### src/rtl/template_list_pkg.sv
// -----------------------------------------------------------------------------
// template_list_pkg
// Shared definitions for the template/word list receiver:
//   - state_t        : receiver FSM states
//   - msb_of         : floor(log2(x)), 0 for x<=1 (index of the top set bit)
//   - range_info_msb : MSB of one stored RANGE_INFO record for a word length
//   - range_bad_mask : din bits that must be zero in a range byte
//   - entry_width    : width of one output FIFO entry
// -----------------------------------------------------------------------------
package template_list_pkg;

  typedef enum logic [2:0] {
    WR_WORD       = 3'd0,
    WR_RANGE_INFO = 3'd1,
    PUSH          = 3'd2,
    PUSH_LIST_END = 3'd3,
    DISCARD       = 3'd4
  } state_t;

  function automatic int msb_of(input int x);
    int r;
    r = 0;
    for (int v = x; v > 1; v = v >> 1) r = r + 1;
    return r;
  endfunction

  // A record holds a char position (0..WORD_MAX_LEN-1) plus a flag bit on top.
  function automatic int range_info_msb(input int word_max_len);
    return 1 + msb_of(word_max_len - 1);
  endfunction

  // Bits din[6:rmsb] carry no record information; they must be zero.
  function automatic logic [7:0] range_bad_mask(input int rmsb);
    logic [7:0] m;
    m = 8'h00;
    for (int b = 0; b < 7; b++) begin
      if (b >= rmsb) m[b] = 1'b1;
    end
    return m;
  endfunction

  // Entry layout, MSB first: {chars, word_len, range_info, word_id, word_list_end}
  function automatic int entry_width(input int char_bits, input int word_max_len,
                                     input int ranges_max, input int word_id_bits);
    return word_max_len * char_bits + msb_of(word_max_len) + 1 +
           ranges_max * (range_info_msb(word_max_len) + 1) + word_id_bits + 1;
  endfunction

endpackage

### src/rtl/template_list_fifo.sv
// -----------------------------------------------------------------------------
// template_list_fifo
// Synchronous show-ahead FIFO, DEPTH x WIDTH. The head entry is presented on
// o_rd_data whenever the FIFO is non-empty (zero when empty).
// Ports:
//   CLK, RST_N  clock, asynchronous active-low reset (flushes the FIFO)
//   i_wr_en     write i_wr_data; ignored while full (even if reading)
//   i_rd_en     pop head; ignored while empty
//   o_rd_data   head entry
//   o_count     number of stored entries
//   o_full      count == DEPTH
//   o_empty     count == 0
// -----------------------------------------------------------------------------
module template_list_fifo #(
  parameter int WIDTH = 8,
  parameter int DEPTH = 4
) (
  input  logic                     CLK,
  input  logic                     RST_N,
  input  logic                     i_wr_en,
  input  logic [WIDTH-1:0]         i_wr_data,
  input  logic                     i_rd_en,
  output logic [WIDTH-1:0]         o_rd_data,
  output logic [$clog2(DEPTH):0]   o_count,
  output logic                     o_full,
  output logic                     o_empty
);

  localparam int PTR_W = $clog2(DEPTH);
  localparam logic [PTR_W:0] FULL_COUNT = (PTR_W + 1)'(DEPTH);

  logic [WIDTH-1:0] r_mem [DEPTH];
  logic [PTR_W-1:0] r_wr_ptr;
  logic [PTR_W-1:0] r_rd_ptr;
  logic [PTR_W:0]   r_count;
  logic             w_do_wr;
  logic             w_do_rd;

  assign w_do_wr = i_wr_en && (r_count != FULL_COUNT);
  assign w_do_rd = i_rd_en && (r_count != '0);

  always_ff @(posedge CLK) begin
    if (w_do_wr) r_mem[r_wr_ptr] <= i_wr_data;
  end

  always_ff @(posedge CLK or negedge RST_N) begin
    if (!RST_N) begin
      r_wr_ptr <= '0;
      r_rd_ptr <= '0;
      r_count  <= '0;
    end else begin
      if (w_do_wr) r_wr_ptr <= r_wr_ptr + PTR_W'(1);
      if (w_do_rd) r_rd_ptr <= r_rd_ptr + PTR_W'(1);
      case ({w_do_wr, w_do_rd})
        2'b10:   r_count <= r_count + (PTR_W + 1)'(1);
        2'b01:   r_count <= r_count - (PTR_W + 1)'(1);
        default: r_count <= r_count;
      endcase
    end
  end

  // Memory is not reset; gating keeps the outputs at zero when nothing is stored.
  assign o_rd_data = (r_count == '0) ? '0 : r_mem[r_rd_ptr];
  assign o_count   = r_count;
  assign o_full    = (r_count == FULL_COUNT);
  assign o_empty   = (r_count == '0);

endmodule

### src/rtl/template_list_v2.sv
// -----------------------------------------------------------------------------
// template_list_v2
// Receives word-list / template-list packets byte by byte, assembles words
// (plus RANGE_INFO records for template lists) and queues them in a show-ahead
// output FIFO together with word length and word index. Every packet ends with
// a dummy entry flagged word_list_end. Malformed words are dropped and the rest
// of their packet is discarded.
// Ports:
//   CLK, RST_N          clock, asynchronous active-low reset
//   din, wr_en, full    input byte stream
//   inpkt_end           accepted byte is the last of the packet
//   is_template_list    packet type, stable over the packet
//   dout, word_len, range_info, word_id, word_list_end   head entry fields
//   rd_en, empty        output FIFO pop / empty
//   err_template        sticky format error
//   err_word_list_count sticky word_id overflow
//   o_dbg_state         current FSM state
//   o_dbg_fifo_count    output FIFO occupancy
//
// Handshakes: an input byte transfers on a rising edge where wr_en=1 and
// full=0; an output entry is consumed on a rising edge where rd_en=1 and
// empty=0. Both sides ignore their strobe otherwise, and presented data stays
// stable until it is transferred.
// -----------------------------------------------------------------------------
module template_list_v2
  import template_list_pkg::*;
#(
  parameter int CHAR_BITS    = 8,
  parameter int WORD_MAX_LEN = 8,
  parameter int RANGES_MAX   = 8,
  parameter int OUT_DEPTH    = 4,
  parameter int WORD_ID_BITS = 16
) (
  input  logic                                                   CLK,
  input  logic                                                   RST_N,
  input  logic [7:0]                                             din,
  input  logic                                                   wr_en,
  output logic                                                   full,
  input  logic                                                   inpkt_end,
  input  logic                                                   is_template_list,
  output logic [WORD_MAX_LEN*CHAR_BITS-1:0]                      dout,
  output logic [msb_of(WORD_MAX_LEN):0]                          word_len,
  output logic [RANGES_MAX*(range_info_msb(WORD_MAX_LEN)+1)-1:0] range_info,
  output logic [WORD_ID_BITS-1:0]                                word_id,
  output logic                                                   word_list_end,
  input  logic                                                   rd_en,
  output logic                                                   empty,
  output logic                                                   err_template,
  output logic                                                   err_word_list_count,
  output logic [2:0]                                             o_dbg_state,
  output logic [$clog2(OUT_DEPTH):0]                             o_dbg_fifo_count
);

  localparam int RMSB    = range_info_msb(WORD_MAX_LEN);
  localparam int RW      = RMSB + 1;
  localparam int LEN_W   = msb_of(WORD_MAX_LEN) + 1;
  localparam int RC_W    = msb_of(RANGES_MAX) + 1;
  localparam int DATA_W  = WORD_MAX_LEN * CHAR_BITS;
  localparam int RANGE_W = RANGES_MAX * RW;
  localparam int ENTRY_W = entry_width(CHAR_BITS, WORD_MAX_LEN, RANGES_MAX, WORD_ID_BITS);
  localparam logic [7:0] BAD_MASK = range_bad_mask(RMSB);

  state_t                  r_state;
  state_t                  w_next;
  logic [DATA_W-1:0]       r_chars;
  logic [LEN_W-1:0]        r_char_count;
  logic [RANGE_W-1:0]      r_ranges;
  logic [RC_W-1:0]         r_range_count;
  logic                    r_last;
  logic [WORD_ID_BITS-1:0] r_word_id;
  logic                    r_err_template;
  logic                    r_err_word_list_count;

  logic                    w_accept;
  logic                    w_byte_zero;
  logic                    w_word_ends;
  logic                    w_range_ends;
  logic                    w_range_bad;
  logic                    w_store_char;
  logic                    w_store_range;
  logic                    w_set_last;
  logic                    w_fmt_err;
  logic                    w_push_word;
  logic                    w_push_end;
  logic                    w_fifo_full;
  logic [ENTRY_W-1:0]      w_wr_data;
  logic [ENTRY_W-1:0]      w_rd_data;

  assign full        = (r_state == PUSH) || (r_state == PUSH_LIST_END);
  assign w_accept    = wr_en && !full;
  assign w_byte_zero = (din == 8'd0);
  // A nonzero byte landing at the last char slot also closes the word.
  assign w_word_ends  = w_byte_zero || (int'(r_char_count) == WORD_MAX_LEN - 1);
  assign w_range_ends = w_byte_zero || (int'(r_range_count) == RANGES_MAX - 1);
  assign w_range_bad  = |(din & BAD_MASK);

  always_ff @(posedge CLK or negedge RST_N) begin
    if (!RST_N) r_state <= WR_WORD;
    else        r_state <= w_next;
  end

  always_comb begin
    w_next        = r_state;
    w_store_char  = 1'b0;
    w_store_range = 1'b0;
    w_set_last    = 1'b0;
    w_fmt_err     = 1'b0;
    w_push_word   = 1'b0;
    w_push_end    = 1'b0;
    case (r_state)
      WR_WORD: begin
        if (w_accept) begin
          // Word-phase errors are always caused by inpkt_end, so the packet
          // is already over: go straight to the end-of-list entry.
          if (inpkt_end && (is_template_list || !w_word_ends)) begin
            w_fmt_err = 1'b1;
            w_next    = PUSH_LIST_END;
          end else begin
            w_store_char = !w_byte_zero;
            if (w_word_ends) begin
              w_next     = is_template_list ? WR_RANGE_INFO : PUSH;
              w_set_last = inpkt_end;
            end
          end
        end
      end
      WR_RANGE_INFO: begin
        if (w_accept) begin
          if (w_range_bad || (inpkt_end && !w_range_ends)) begin
            w_fmt_err = 1'b1;
            w_next    = inpkt_end ? PUSH_LIST_END : DISCARD;
          end else begin
            w_store_range = !w_byte_zero;
            if (w_range_ends) begin
              w_next     = PUSH;
              w_set_last = inpkt_end;
            end
          end
        end
      end
      PUSH: begin
        if (!w_fifo_full) begin
          w_push_word = 1'b1;
          w_next      = r_last ? PUSH_LIST_END : WR_WORD;
        end
      end
      PUSH_LIST_END: begin
        if (!w_fifo_full) begin
          w_push_end = 1'b1;
          w_next     = WR_WORD;
        end
      end
      DISCARD: begin
        if (w_accept && inpkt_end) w_next = PUSH_LIST_END;
      end
      default: w_next = WR_WORD;
    endcase
  end

  always_ff @(posedge CLK or negedge RST_N) begin
    if (!RST_N) begin
      r_chars               <= '0;
      r_char_count          <= '0;
      r_ranges              <= '0;
      r_range_count         <= '0;
      r_last                <= 1'b0;
      r_word_id             <= '0;
      r_err_template        <= 1'b0;
      r_err_word_list_count <= 1'b0;
    end else begin
      if (w_store_char) begin
        r_chars[int'(r_char_count)*CHAR_BITS +: CHAR_BITS] <= din[CHAR_BITS-1:0];
        r_char_count <= r_char_count + LEN_W'(1);
      end
      if (w_store_range) begin
        r_ranges[int'(r_range_count)*RW +: RW] <= {din[7], din[RMSB-1:0]};
        r_range_count <= r_range_count + RC_W'(1);
      end
      if (w_set_last) r_last <= 1'b1;
      if (w_fmt_err) begin
        r_err_template <= 1'b1;
        r_chars        <= '0;
        r_char_count   <= '0;
        r_ranges       <= '0;
        r_range_count  <= '0;
        r_last         <= 1'b0;
      end
      if (w_push_word) begin
        r_chars       <= '0;
        r_char_count  <= '0;
        r_ranges      <= '0;
        r_range_count <= '0;
        r_word_id     <= r_word_id + WORD_ID_BITS'(1);
        if (&r_word_id) r_err_word_list_count <= 1'b1;
      end
      if (w_push_end) begin
        r_word_id <= '0;
        r_last    <= 1'b0;
      end
    end
  end

  assign w_wr_data = w_push_end ? {{(ENTRY_W-1){1'b0}}, 1'b1}
                                : {r_chars, r_char_count, r_ranges, r_word_id, 1'b0};

  template_list_fifo #(
    .WIDTH (ENTRY_W),
    .DEPTH (OUT_DEPTH)
  ) u_fifo (
    .CLK       (CLK),
    .RST_N     (RST_N),
    .i_wr_en   (w_push_word || w_push_end),
    .i_wr_data (w_wr_data),
    .i_rd_en   (rd_en),
    .o_rd_data (w_rd_data),
    .o_count   (o_dbg_fifo_count),
    .o_full    (w_fifo_full),
    .o_empty   (empty)
  );

  assign dout          = w_rd_data[ENTRY_W-1 -: DATA_W];
  assign word_len      = w_rd_data[ENTRY_W-DATA_W-1 -: LEN_W];
  assign range_info    = w_rd_data[WORD_ID_BITS+RANGE_W : WORD_ID_BITS+1];
  assign word_id       = w_rd_data[WORD_ID_BITS:1];
  assign word_list_end = w_rd_data[0];

  assign err_template        = r_err_template;
  assign err_word_list_count = r_err_word_list_count;
  assign o_dbg_state         = r_state;

endmodule

### config.mk
export PLATFORM = sky130hd
export DESIGN_NAME = template_list_v2
export DESIGN_NICKNAME = d
export VERILOG_FILES = /design/src/rtl/template_list_pkg.sv /design/src/rtl/template_list_fifo.sv /design/src/rtl/template_list_v2.sv
export SDC_FILE = /design/constraint.sdc
export NUM_CORES = 1
export LEC_CHECK = 0
export BUFFER_PORTS_ARGS = -buffer_cell sky130_fd_sc_hd__buf_2
export CAP_MARGIN = 0
export CORE_MARGIN = 2
export CORE_UTILIZATION = 40
export CTS_CLUSTER_SIZE = 30
export DETAILED_ROUTE_END_ITERATION = 16
export PLACE_DENSITY = 0.69
export SYNTH_ARGS = -nofsm -noshare
export SYNTH_HDL_FRONTEND = slang
export SYNTH_SLANG_ARGS = --single-unit
### constraint.sdc
create_clock -name CLK -period 3.9 [get_ports CLK]
set_input_delay 0.39 -clock CLK [delete_from_list [all_inputs] [get_ports CLK]]
set_output_delay 0.39 -clock CLK [all_outputs]
set_load 0.05 [all_outputs]
==> metrics <==
sequential cell area 17,390 um2; die area 64,870 um2; Comb power frac 39.2%; EDFF count, synth 468; largest area contributor in the netlist edfxtp_1; Sw Ratio 39.72%; Largest stage delay, worst path 0.82 ns; GP Congestion 0.9002; Synth top area share 55.90%; time the worst path needs with I/O delays and setup 3.319 ns; placed cell area 26,970 um2; fin crit share 85.09%; Cell Area, Synth 25,140 um2; Arr. time, crit path 2.93 ns; initial antenna violation count 9; synth-to-layout area growth 15.39%; Worst-Skew Late Latency 0.62 ns; I/O Pins 141; syn nets 1,567; Max H-tree Level 2; Core Region 61,940 um2; Die Height 254.7 um; Initial Util 40.59%; drt wl/cell 21.21 um; post-synthesis sequential area ratio 69.14%; fin cells 2,575; Detail Placement HPWL 35.06 mm; worst endpoint required time 3.51 ns; Detailed Route Iter0 Violations 1,021; Die W 254.7 um; vias in the first global route 13.90k; Num CTS Buffers 59; Fmax 0.3013 GHz; main area contributors after synthesis edfxtp_1 (56%), dfrtp_1 (13%), mux4_2 (10%), nor2b_1 (5.6%), mux2i_1 (3.4%); crit end category output pin; Clock power frac 25.3%; commonest non-fill, non-tap cell in the layout edfxtp_1; via/cell ratio 5.240; global-route wire length before repair 84.04 mm; setup TNS 0 ns; Synth Instances 1,536; RSZ-0062 raised after global routing false; Final Max Tran Viols 0; clock slew at reported path FFs 0.06 ns; layout cells sized above 1 25.39%; DP Worst Slack 0.8483 ns; yosys warns 0; Fin. Hold Viols 0; Worst VDD drop 0.0005754 V; Lkg Pwr 11.02 nW; Final Net Count 1,714; post-synthesis cell type count 67; total power 0.02314 W; Seq pwr share 35.5%; filler cell count 5,323; Critical Path Slowest Stage Cell dfrtp_4; max-cap viol count 0; Hold Path Class in2reg; TritonCTS clock tree done; number of remaining DRC errors 0; P_sw 0.009190 W; Root Driver clkbuf_16; critical path peak fanout 26; Int Pwr 0.01395 W; Post-CTS Repair Setup Buffers 0; Mapped Avg Cell Area 16.37 um2; Worst Clk Skew 0.02204 ns; DR pass1 iterations 5; largest net degree at the start of global routing 81; grt ovf 0; flops & latches, synth 601; placed insts 2,458; status finished clean; CTS Sinks 601; Routed Antenna Nets 0; Worst-Margin Slew 0.8143 ns; Global Route Usage Sum 17.13%; via count 13.49k; Setup CP Type reg2out; # port buffers 140; fin area 29,010 um2; Rel. slew slack 45.30%; startpoint types flip-flop; PnR worst setup slack 0.5814 ns; P per Cell Area 797.6 nW/um2; crit path cell chain buf_4, mux4_2, nor2b_1, buf_2; ys flop type edfxtp_1; final setup fails 0; footprint of the multi-input gates 7342 um2; num rows 91; ys async rst share 22.13%; most frequent cells in the layout edfxtp_1 (468), nor2b_1 (227), buf_2 (139), dfrtp_1 (131), mux4_2 (117); WL final 54.61 mm; Max Root-Sink Buffers 3
## flip-flops by register name (all words and copies together), names as in the netlist
register	flops
u_fifo.o_count	3
r_range_count	4
r_char_count	4
o_dbg_state	3
r_last	1
r_word_id	16
u_fifo.r_rd_ptr	2
r_chars	64
err_word_list_count	1
u_fifo.r_wr_ptr	2
u_fifo.r_mem	468
r_ranges	32
err_template	1
## repair_timing
item                      CTS  global route
hold endpoints to repair   69             0
resized for setup           0             0
hold buffers                1             0
## stage by stage
stage | utilization, % | hold slack [ns]
6_report | 46.84 | 0.07693
5_1_grt | 46.82 | 0.06875
4_1_cts | 46.82 | 0.04980
3_5_place_dp | 43.54 | 0.4503
3_3_place_gp | 43.54 | 0.4318
2_1_floorplan | - | 0.09441
## layout make-up
cell class	count	share of cell area [%]
inverter	27	0.3537
sequential	601	59.94
tap	837	3.610
clock inverter	34	1.311
multi-input combinational	827	25.31
antenna	5	0.04313
timing repair buffer	167	3.791
clock buffer	77	5.641
## cells in the mapped netlist, drive strengths merged, types with 3 or more instances
master and instances:
a211oi 3, a21oi 26, and3 18, buf 29, clkbuf 52, clkinv 3, dfrtp 133, edfxtp 468
ha 16, inv 24, mux2 5, mux2i 85, mux4 117, nand2 61, nand2b 4, nand3 17
nand3b 4, nand4 6, nor2 120, nor2b 227, nor3 32, nor3b 6, nor4 13, o21ai 11
or3 4, or3b 3, xnor2 10, xor2 8
## worst max-delay path, delay by kind of cell (launching register included)
kind	cells	cell delay, ns
flops	1	0.82
buf+inv	2	0.70
mux	1	0.60
simple gates	1	0.16
## worst paths after layout
path	startpoint	end	slack, ns	depth (start not counted)
min in group asynchronous	RST_N	r_ranges[16]	0.35	2
min	din[7]	r_chars[7]	0.08	3
min reg2reg	r_word_id[13]	r_word_id[13]	0.48	1
max	u_fifo.r_rd_ptr[0]	range_info[2]	0.58	4
max in group asynchronous	RST_N	r_ranges[15]	2.59	3
max reg2reg	r_char_count[0]	r_chars[8]	0.85	6
## power groups by stage
| stage | Combinational (W) | Sequential, W | Clock [W] |
|---|---|---|---|
| 2_1_floorplan | 0.00696 | 0.00816 | 0 |
| 3_3_place_gp | 0.00920 | 0.00830 | 0 |
| 3_5_place_dp | 0.00926 | 0.00836 | 0 |
| 4_1_cts | 0.00929 | 0.00823 | 0.00597 |
| 5_1_grt | 0.00967 | 0.00830 | 0.00621 |
| 6_report | 0.00907 | 0.00822 | 0.00585 |
## routing by layer
| layer | vias to the layer above | global-route usage [%] | routed length [um] |
|---|---|---|---|
| li1 | 6068 | - | - |
| met1 | 6975 | 23.07 | 22900 |
| met2 | 352 | 28.59 | 27150 |
| met3 | 91 | 2.939 | 3219 |
| met4 | 8 | 5.180 | 1288 |
| met5 | - | 0 | 57 |
## cells by family after synthesis
kind of cell,after synthesis,synth area share [%]
compound gates,58,1.483
xor+xnor,18,0.6271
fa+ha+maj,17,0.8759
buf+inv,108,1.812
flops,601,69.14
mux,207,14.09
simple gates,527,11.97
Power figures use the tool's default switching activity.
